$ cat src/rtl/memorio_bridge.sv
// memorio_bridge
//   Bridge between the CPU datapath and memory / memory-mapped IO.
//   Memory accesses pass straight through and never stall. IO accesses are
//   decoded to one of NCH address windows. The request is latched, held for
//   WAIT wait states, and then completes when the channel raises ready.
//   An unmapped address, or a channel that does not respond within TIMEOUT
//   cycles, raises a sticky bus error instead of hanging the core.
//
// Ports
//   clock       system clock, rising edge
//   reset       asynchronous active-low reset
//   caddress    address from ALU result
//   memread     memory load strobe
//   memwrite    memory store strobe
//   ioread      IO load strobe
//   iowrite     IO store strobe
//   mread_data  memory read data
//   wdata       store data from decode
//   io_rdata    per-channel read data, channel k at [k*IOW +: IOW]
//   io_ready    per-channel ready
//   err_clr     clears bus_err
//   address     address to memory/IO
//   write_data  data to memory/IO (0 when no store is driven)
//   rdata       load data to register file
//   io_cs       one-hot channel select
//   io_rd       IO read strobe
//   io_wr       IO write strobe
//   stall       CPU hold request
//   bus_err     sticky error flag
//   err_addr    address of first faulting access
module memorio_bridge #(
    parameter int          NCH      = 4,
    parameter logic [31:0] IO_BASE  = 32'hFFFFFC60,
    parameter int          WIN_BITS = 4,
    parameter int          IOW      = 16,
    parameter int          WAIT     = 2,
    parameter int          TIMEOUT  = 255
) (
    input  logic               clock,
    input  logic               reset,
    input  logic [31:0]        caddress,
    input  logic               memread,
    input  logic               memwrite,
    input  logic               ioread,
    input  logic               iowrite,
    input  logic [31:0]        mread_data,
    input  logic [31:0]        wdata,
    input  logic [NCH*IOW-1:0] io_rdata,
    input  logic [NCH-1:0]     io_ready,
    input  logic               err_clr,
    output logic [31:0]        address,
    output logic [31:0]        write_data,
    output logic [31:0]        rdata,
    output logic [NCH-1:0]     io_cs,
    output logic               io_rd,
    output logic               io_wr,
    output logic               stall,
    output logic               bus_err,
    output logic [31:0]        err_addr
);

    localparam int          CHW     = (NCH > 1) ? $clog2(NCH) : 1;
    localparam logic [3:0]  WAIT_LD = 4'(WAIT);
    localparam logic [7:0]  TMO_LD  = 8'(TIMEOUT);
    localparam logic [31:0] BASE_IX = IO_BASE >> WIN_BITS;

    typedef enum logic [1:0] {
        IDLE,
        ACCESS,
        DONE
    } state_t;

    state_t         state;
    state_t         state_nxt;

    logic [31:0]    lat_addr;
    logic [31:0]    lat_wdata;
    logic [CHW-1:0] ch_q;
    logic           dir_wr_q;
    logic [3:0]     wait_cnt;
    logic [7:0]     tmo_cnt;
    logic [31:0]    rd_reg;

    logic           io_req;
    logic           hit;
    logic [CHW-1:0] hit_ch;
    logic           start;
    logic           capture;
    logic           err_evt;
    logic [31:0]    cap_data;

    // Memory strobes take priority; an IO strobe alongside one is ignored.
    assign io_req = (ioread | iowrite) & ~(memread | memwrite);

    // Window decode: channel k owns caddress[31:WIN_BITS] == BASE_IX + k.
    always_comb begin
        hit    = 1'b0;
        hit_ch = '0;
        for (int unsigned k = 0; k < NCH; k++) begin
            if ((caddress >> WIN_BITS) == (BASE_IX + 32'(k))) begin
                hit    = 1'b1;
                hit_ch = CHW'(k);
            end
        end
    end

    // Read data of the latched channel, zero-extended to 32 bits.
    always_comb begin
        cap_data           = '0;
        cap_data[IOW-1:0]  = io_rdata[ch_q*IOW +: IOW];
    end

    // State register
    always_ff @(posedge clock or negedge reset) begin
        if (!reset) begin
            state <= IDLE;
        end else begin
            state <= state_nxt;
        end
    end

    // Next-state logic, plus the single-cycle events that drive the datapath
    always_comb begin
        state_nxt = state;
        start     = 1'b0;
        capture   = 1'b0;
        err_evt   = 1'b0;
        case (state)
            IDLE: begin
                if (io_req) begin
                    if (hit) begin
                        start     = 1'b1;
                        state_nxt = ACCESS;
                    end else begin
                        err_evt   = 1'b1;
                        state_nxt = DONE;
                    end
                end
            end
            ACCESS: begin
                if (wait_cnt == '0) begin
                    if (io_ready[ch_q]) begin
                        capture   = 1'b1;
                        state_nxt = DONE;
                    end else if (tmo_cnt == '0) begin
                        err_evt   = 1'b1;
                        state_nxt = DONE;
                    end
                end
            end
            DONE: begin
                state_nxt = IDLE;
            end
            default: begin
                state_nxt = IDLE;
            end
        endcase
    end

    // Output logic
    always_comb begin
        io_cs = '0;
        if (state == ACCESS) begin
            io_cs[ch_q] = 1'b1;
        end
        io_rd = (state == ACCESS) & ~dir_wr_q;
        io_wr = (state == ACCESS) &  dir_wr_q;

        // Held low while reset is asserted so the CPU is released at once
        // when an access is aborted.
        stall = io_req & (state != DONE) & reset;

        address = (state == ACCESS) ? lat_addr : caddress;

        if (memwrite) begin
            write_data = wdata;
        end else if ((state == ACCESS) && dir_wr_q) begin
            write_data = lat_wdata;
        end else begin
            write_data = '0;
        end

        rdata = memread ? mread_data : rd_reg;
    end

    // Request latch and wait/timeout counters
    always_ff @(posedge clock or negedge reset) begin
        if (!reset) begin
            lat_addr  <= '0;
            lat_wdata <= '0;
            ch_q      <= '0;
            dir_wr_q  <= 1'b0;
            wait_cnt  <= '0;
            tmo_cnt   <= '0;
        end else if (start) begin
            lat_addr  <= caddress;
            lat_wdata <= wdata;
            ch_q      <= hit_ch;
            dir_wr_q  <= iowrite;
            wait_cnt  <= WAIT_LD;
            tmo_cnt   <= TMO_LD;
        end else if (state == ACCESS) begin
            if (wait_cnt != '0) begin
                wait_cnt <= wait_cnt - 4'd1;
            end else if (!io_ready[ch_q] && (tmo_cnt != '0)) begin
                tmo_cnt <= tmo_cnt - 8'd1;
            end
        end
    end

    // Read register: channel data on a completed read, zero on a completed
    // write or on any error.
    always_ff @(posedge clock or negedge reset) begin
        if (!reset) begin
            rd_reg <= '0;
        end else if (capture) begin
            rd_reg <= dir_wr_q ? '0 : cap_data;
        end else if (err_evt) begin
            rd_reg <= '0;
        end
    end

    // Sticky error; a new error in the same cycle as err_clr wins.
    always_ff @(posedge clock or negedge reset) begin
        if (!reset) begin
            bus_err  <= 1'b0;
            err_addr <= '0;
        end else if (err_evt) begin
            bus_err <= 1'b1;
            if (!bus_err) begin
                err_addr <= (state == ACCESS) ? lat_addr : caddress;
            end
        end else if (err_clr) begin
            bus_err <= 1'b0;
        end
    end

endmodule

$ cat config.mk
export PLATFORM = sky130hd
export DESIGN_NAME = memorio_bridge
export DESIGN_NICKNAME = d
export VERILOG_FILES = /design/src/rtl/memorio_bridge.sv
export SDC_FILE = /design/constraint.sdc
export NUM_CORES = 1
export LEC_CHECK = 0
export BUFFER_PORTS_ARGS = -buffer_cell sky130_fd_sc_hd__buf_4
export CELL_PAD_IN_SITES_DETAIL_PLACEMENT = 0
export CELL_PAD_IN_SITES_GLOBAL_PLACEMENT = 1
export CORE_MARGIN = 2
export CORE_UTILIZATION = 35
export CTS_BUF_LIST = sky130_fd_sc_hd__clkbuf_16
export CTS_CLUSTER_SIZE = 20
export DETAILED_ROUTE_END_ITERATION = 7
export GPL_ROUTABILITY_DRIVEN = 0
export PLACE_DENSITY_LB_ADDON = 0.1
export SLEW_MARGIN = 20
export SYNTH_ARGS = -nofsm -noshare
export SYNTH_HDL_FRONTEND = slang
export SYNTH_SLANG_ARGS = --single-unit
$ cat constraint.sdc
create_clock -name clock -period 2.4 [get_ports clock]
set_input_delay 0.48 -clock clock [delete_from_list [all_inputs] [get_ports clock]]
set_output_delay 0.48 -clock clock [all_outputs]
set_load 0.01 [all_outputs]
=== Word-level counts from Yosys, hierarchy flattened ===
Index checks and enable logic that the tools add are counted.

* Add/subtract/negate cells: 2
* Order comparisons: 2
* Equality and inequality tests: 10
* Shift-type cells: 1
* Multiplexer cells: 46
* Bitwise logic cells: 10
* Reductions and logical operators: 18

{| class="wikitable"
|+ Operators with widths
! operator !! count
|-
| 32-bit two-way mux || 6
|-
| 28-bit == test (second input constant) || 4
|-
| 64-bit by 7-bit variable part select with 16-bit output || 1
|-
| 8-bit two-way mux || 4
|-
| 1-bit two-way mux || 20
|-
| 16-bit two-way mux || 1
|-
| 4-bit two-way mux || 4
|-
| 2-bit two-way mux || 7
|-
| 2-bit nonzero test || 5
|-
| 8-bit logical NOT || 1
|-
| 2-bit != test (second input constant) || 4
|-
| 8-bit nonzero test || 1
|-
| 8-bit by 1-bit subtractor with 8-bit output (second input constant) || 1
|-
| 3-bit AND reduction || 2
|-
| 1-bit bitwise AND || 5
|-
| 4-bit logical NOT || 1
|-
| 2-bit case mux with 2 select lines || 1
|-
| 2-bit AND reduction || 2
|-
| 4-bit nonzero test || 1
|-
| 4-bit by 1-bit subtractor with 4-bit output (second input constant) || 1
|-
| 1-bit logical AND || 3
|-
| 2-bit by 3-bit less-than comparator with 1-bit output (second input constant) || 1
|-
| 3-bit != test (second input constant) || 1
|-
| 1-bit inverter || 3
|-
| other kinds (8) || 9
|}

* Register bits: 146
* Bits of input ports: 171
* Output and inout port bits: 136

=== Logic depth before layout (Yosys ltp) ===
Gate-level depths: netlist of the first run.

* Depth in word-level cells: 10
* Mapped depth: 9
* Gate-level depth less buffers: 7

=== Least setup slack after synthesis of the first run ===
Ideal clock, no wire load.

* Kind: register to register
* Start point: reg wait_cnt[0]
* End point: reg err_addr[0]
* Arrival time: 2.090 ns
* Required time: 2.275 ns
* Slack: 0.185 ns
* Stages on the path, launching flop included: 9
* Cell sequence: dfrtp_1 inv_1 ha_1 or3b_1 clkbuf_1 nor4_4 a22oi_2 buf_6 mux2_4

* Cells in the longest elaborated chain, start to end: 4

{| class="wikitable"
|+ RTL lines
! item !! line !! source
|-
| start, declared || 80 || <nowiki>logic [3:0] wait_cnt;</nowiki>
|-
| start signal, assigned || 204 || <nowiki>wait_cnt <= wait_cnt - 4'd1;</nowiki>
|-
| 4-bit logical NOT || 141 || <nowiki>if (wait_cnt == '0) begin</nowiki>
|-
| 1-bit two-way mux || 141 ||
|-
| 1-bit case mux with 2 select lines || 128 || <nowiki>case (state)</nowiki>
|-
| 2-bit AND reduction (no line) || n/a ||
|-
| end signal, assigned || 231 || <nowiki>err_addr <= (state == ACCESS) ? lat_addr : caddress;</nowiki>
|-
| end, declared || 59 || <nowiki>output logic [31:0] err_addr</nowiki>
|}

No other way between the ends.
A chain may end at the register's enable or synchronous reset.

=== Worst setup path after layout of the first run ===
* Start point: reg state[0]
* End point: out write_data[19]

* Cells in the longest elaborated chain, start to end: 4

{| class="wikitable"
|+ RTL lines
! item !! line !! source
|-
| start, declared || 73 || <nowiki>state_t state;</nowiki>
|-
| start signal, assigned || 118 || <nowiki>state <= state_nxt;</nowiki>
|-
| 2-bit by 1-bit == test with 1-bit output || 177 || <nowiki>end else if ((state == ACCESS) && dir_wr_q) begin</nowiki>
|-
| 1-bit logical AND || 177 ||
|-
| 32-bit two-way mux || 177 ||
|-
| 32-bit two-way mux || 175 || <nowiki>if (memwrite) begin</nowiki>
|-
| end, declared || 52 || <nowiki>output logic [31:0] write_data,</nowiki>
|}

No other way between the ends.

==> results of run 1 <==
## Yosys cell counts
cell type	n
nand2_1	177
dfrtp_1	130
mux2_2	61
o21ai_0	37
clkbuf_1	31
mux2_4	30
nand2b_1	25
and2_1	22
mux4_2	17
a22o_1	16
buf_2	7
inv_1	7
xor2_1	7
nor2_1	6
nand4_1	5
ha_1	4
nand3_1	4
nor4_1	4
buf_6	3
nor3b_1	3
xnor2_1	3
a21oi_1	2
nand4b_1	2
nor2b_1	2
nor3_1	2
nor4_4	2
a2111oi_4	1
a211oi_2	1
a22oi_2	1
and3_1	1
buf_1	1
clkbuf_2	1
nand3b_1	1
o211ai_1	1
o22ai_1	1
or3b_1	1
## metrics by stage
stage	cell area, um2	util	setup TNS [ns]
floorplan	6718	-	0
global placement	9383	0.4999	-0.3234
detailed placement	9383	0.4999	-0.2551
CTS	10020	0.5337	0
global route	10050	0.5357	0
finish	10050	0.5357	0
## path summary, 6_finish.rpt
path	start	to	slack (ns)	depth (start not counted)
max	state[0]	write_data[19]	0.08	6
min	reset	err_addr[28]	0.13	2
max reg2reg	wait_cnt[0]	err_addr[13]	0.16	7
min reg2reg	lat_addr[16]	lat_addr[16]	0.46	1
max in group asynchronous	reset	tmo_cnt[3]	1.62	2
min in group clock	err_clr	bus_err	0.28	2
## critical path, stage by stage, from the launching register on
cell     delay (ns)
dfrtp_2        0.43
nor2b_4        0.16
and2_2         0.21
buf_12         0.17
nand2_1        0.06
o21ai_1        0.22
buf_4          0.17
## cells in the final DEF (no fill, tap or decap), types with 2 or more instances in the layout
| cell | instances |
|---|---|
| clkinvlp_4 | 2 |
| nand4_1 | 5 |
| mux2_2 | 61 |
| nand3_1 | 4 |
| xor2_1 | 7 |
| o21ai_0 | 30 |
| nor3_1 | 2 |
| ha_1 | 4 |
| nand4b_1 | 2 |
| nor4_4 | 2 |
| clkbuf_16 | 18 |
| clkinv_4 | 4 |
| nor3b_1 | 3 |
| mux2_4 | 30 |
| dfrtp_1 | 129 |
| mux4_2 | 17 |
| nand2_1 | 177 |
| and2_1 | 21 |
| buf_4 | 321 |
| o21ai_1 | 7 |
| buf_12 | 6 |
| bufinv_16 | 4 |
| nand2b_4 | 2 |
| a22o_1 | 16 |
| xnor2_1 | 3 |
| nor2_1 | 6 |
| a21oi_1 | 2 |
| nand2b_1 | 23 |
| inv_6 | 4 |
| nor4_1 | 4 |
| inv_1 | 7 |
## power groups by stage
stage               Sequential (mW)  Combinational [mW]  Clock [mW]
finish                         2.44                1.19        2.78
floorplan                      2.53               0.415           0
global placement               2.47                1.20           0
detailed placement             2.47                1.21           0
CTS                            2.44                1.22        2.84
global route                   2.45                1.28        2.94
## routing by layer
metal | track usage | wire length [um] | vias up
li1 | - | - | 2712
met1 | 0.2297 | 8178 | 2780
met2 | 0.3659 | 10920 | 213
met3 | 0.05787 | 1636 | 24
met4 | 0.06305 | 329 | 0
met5 | 0 | 0 | -
## layout make-up
class | count | area, um2
Sequential cell | 130 | 3254
Inverter | 7 | 26.28
Timing Repair Buffer | 330 | 2581
Fill cell | 1661 | 8715
Clock inverter | 14 | 205.2
Clock buffer | 17 | 425.4
Tap cell | 234 | 292.8
Multi-Input combinational cell | 439 | 3268
## timing repair
action,in CTS,in global routing
cloned,0,1
endpoints found under the setup margin,27,29
gates resized for setup,6,6
## cell families after synthesis
group                      synth area share
and+or+nand+nor                      0.1764
DFF                                  0.4843
muxes                                0.2263
AOI/OAI and AO/OA                   0.05979
buffers and inverters               0.03278
xor gates and xnor gates            0.01304
adders and majority gates          0.007450
==> flow_summary.toml, run 1 <==
[cts]
clk_pin_slew_ns = 0.06
cts_hold_buf = 0
post_cts_buffers = 0
max-clock-path-buffers = 2
cts_buffers = 17
insertion_delay_ns = 0.42
ctsRootBufferMaster = "clkbuf_16"
cts.sinks = 130
cts_tree = "yes"
h-tree-depth = 4

[setup_path]
cp_max_fo = 17
cp.required_ns = 1.92
start_kind = "register"
end_kind = "primary output"
path_class = "reg -> out"
cp.arrival_ns = 1.84

[global_routing]
grtUsageTotal = 0.2021
grt_pass1_wl_um = 31450
antenna_found_initial = 0
grt_pass1_vias = 5862
grt_remaining_overflow = 0
grt_start_max_net_pins = 131

[place]
pre_cts_ws_ns = -0.02617
hpwl_um = 15480
portBuffers = 306
dpl.cell_count = 1139

[timing]
setup_viol = 0
layout_min_cycle_time_ns = 2.317
skew_ns = 0.008305
clock.fmax_mhz = 431.6
setup_ws_ns = 0.08322
holdWs_ns = 0.1272
relSlewSlack = 0.4794
hold_viol = 0
drv_slew = 0
rsz0062_at_grt = "false"
worst_slew_pin_slew_ns = 0.7809
period_share = 0.9653

[yosys]
synth_area_leader_cell = "dfrtp_1"
synthTopCellsByArea = "dfrtp_1 (48%), mux2_2 (10%), nand2_1 (9.9%)"
yosysSeqAreaShare = 0.4843
synthesis.nets = 794
synth_cells = 619
netlist_area_um2 = 6718
ys_seq_elements = 130
synth_warnings = 0
synth_top_area_frac = 0.4843
syn_avg_cell_area_um2 = 10.85
yosysUniqueCellTypes = 36

[routing]
vias = 5729
drc = 0
drt_wl_total_um = 21060
detail-route-antenna-nets = 0
drt-initial-drc-count = 183
firstDrtPassIters = 4
viasPerCell = 4.892
routedWlPerCell_um = 17.99

[outcome]
status = "finished, final reports clean"

[final_layout]
nets = 1100
drive_above_1_share = 0.5112
stdcell_count = 1171
area_delta_synth_final_pct = 49.66
reg_top3 = "err_addr: 32 flops, lat_addr: 32 flops, lat_wdata: 32 flops"
n_antenna_cell = 0

[pwr]
p_comb_frac = 0.186
intPower_mw = 4.812
power.total_mw = 6.407
irDropWorstVdd_v = 0.0005285
leakage_nw = 5.309
power_density_nw_per_um2 = 637.3
clockPowerShare = 0.433
p_seq_frac = 0.380
p_sw_mw = 1.596
power.share.switching = 0.2490

[die]
die_h_um = 142.5
dieArea_um2 = 20320
pin_count = 307
die_w_um = 142.5
row_count = 50
core_area_um2 = 18770
initial_core_util = 0.3579

[run]
maxCapViolCount = 0

[min_path]
hold_class = "in -> async"
Power figures use the tool's default switching activity.
==> inputs of run 2 (changes only) <==
- CORE_ASPECT_RATIO: unset -> 1.5
==> run 2 against run 1 <==
  * Core utilization down 0.95 points
  * Cell count up 1.7%
  * Setup slack better by 0.045 ns
  * Count of clock-buffer cells in the layout unchanged
  * Highest routed layer unchanged
==> flow_summary.toml, run 2 (synthesis results as in run 1) <==
[final_layout]
fillers = 1732
final_common_cell = "buf_4"
area_delta_synth_final_pct = 48.85
reg_top3 = "err_addr: 32 flops, lat_addr: 32 flops, lat_wdata: 32 flops"
finalInstanceArea_um2 = 10000
layout_common_cells = "buf_4 (319), nand2_1 (177), dfrtp_1 (129)"
n_antenna_cell = 0
stdcell_count = 1191
drive_above_1_share = 0.5048
nets = 1098

[pwr]
irDropWorstVdd_v = 0.0004322
leakage_nw = 5.290
power_density_nw_per_um2 = 615.1

[timing]
rsz0062_at_grt = "false"
setup-tns-final_ns = 0
relSlewSlack = 0.5082
setup_viol = 0
clock.fmax_mhz = 440.1
hold_viol = 0
drv_slew = 0
period_share = 0.9467
skew_ns = 0.007711
worst_slew_pin_slew_ns = 0.7377
layout_min_cycle_time_ns = 2.272

[setup_path]
end_kind = "primary output"
path_delay_family = "flip-flops"
reg2reg_depth = 8
start_kind = "register"
reg2reg_from = "wait_cnt[0]"
critical_path_buf_inv_count = 2
cp_cell_sequence = "nor2b_4, and2_1, buf_12, nand2_1, o21ai_1, buf_4"
cp_max_fo = 33
cp.arrival_ns = 1.79
path_class = "reg -> out"
crit_path_top_delay_cell = "dfrtp_1"
r2r-end = "tmo_cnt[5]"
max_stage_delay_ns = 0.43
cp.required_ns = 1.92
ff2ff_setup_slack_ns = 0.20

[global_routing]
grt_start_max_net_pins = 131
grt_pass1_wl_um = 31680
grtUsageTotal = 0.2024
grt_remaining_overflow = 0
antenna_found_initial = 0
grt_pass1_vias = 5938

[routing]
firstDrtPassIters = 4
routedWlPerCell_um = 17.08
drt_wl_total_um = 20340
drc = 0
drt-initial-drc-count = 240
vias = 5737
viasPerCell = 4.817
detail-route-antenna-nets = 0

[place]
portBuffers = 306
hpwl_um = 15360
dpl_cell_area_um2 = 9403
dpl.cell_count = 1160

[run]
maxCapViolCount = 0

[cts]
ctsRootBufferMaster = "clkbuf_16"
insertion_delay_ns = 0.41
cts_buffers = 17
cts_hold_buf = 0
max-clock-path-buffers = 2
h-tree-depth = 4
cts_tree = "yes"
cts.sinks = 130
clk_pin_slew_ns = 0.05

[die]
pin_count = 307
core_area_um2 = 19010
die_h_um = 173.7
die_w_um = 117.1
dieArea_um2 = 20340
row_count = 62
initial_core_util = 0.3535

[min_path]
hold_class = "in -> async"

[outcome]
status = "finished, final reports clean"
==> run 2: worst max-delay path by stage <==
stage | startpoint | endpoint | slack [ns] | cells after the start
6_report | state[1] | write_data[28] | 0.13 | 6
4_1_cts | state[1] | address[18] | 0.02 | 5
3_3_place_gp | caddress[18] | err_addr[18] | -0.05 | 7
3_5_place_dp | caddress[30] | err_addr[18] | -0.08 | 7
2_1_floorplan | wait_cnt[0] | err_addr[0] | 0.18 | 8
5_1_grt | state[1] | write_data[6] | 0.00004 | 6
==> run 2: layout make-up <==
| type | instances | area, um2 | area share |
|---|---|---|---|
| clock buffers | 17 | 425.4 | 0.04254 |
| clock inverters | 14 | 150.1 | 0.01502 |
| inverters | 7 | 26.28 | 0.002628 |
| multi-input cells | 439 | 3262 | 0.3262 |
| flip-flops and latches | 130 | 3254 | 0.3255 |
| well taps | 256 | 320.3 | 0.03203 |
| repair buffers | 328 | 2561 | 0.2561 |
==> run 2: per-layer routing <==
metal,share of wire,global-route usage,vias up
li1,-,-,2704
met5,0,0,-
met4,0.023,0.06618,0
met3,0.066,0.04930,30
met1,0.39,0.2358,2800
met2,0.52,0.3584,203
==> run 2: repair_timing <==
item	4_1_cts	5_1_grt
buffers inserted	0	0
cloned	0	0
resized for setup	5	6
setup endpoints to repair	11	51
==> run 2: where the power goes <==
part	total, mW	internal, mW	switching, mW
Clock	2.52	1.60	0.913
Sequential	2.44	2.34	0.0961
Combinational	1.20	0.721	0.475
==> run 2: per-stage QoR <==
stage	worst slack, ns	util	hold slack (ns)	power [mW]
after global routing	0.00004396	0.5261	0.2253	6.441
after floorplan	0.1846	-	0.1844	2.940
after CTS	0.01767	0.5254	0.2156	6.255
after detailed placement	-0.08101	0.4947	0.4521	3.688
after global placement	-0.05396	0.4947	0.4487	3.667
final	0.1279	0.5261	0.1262	6.151
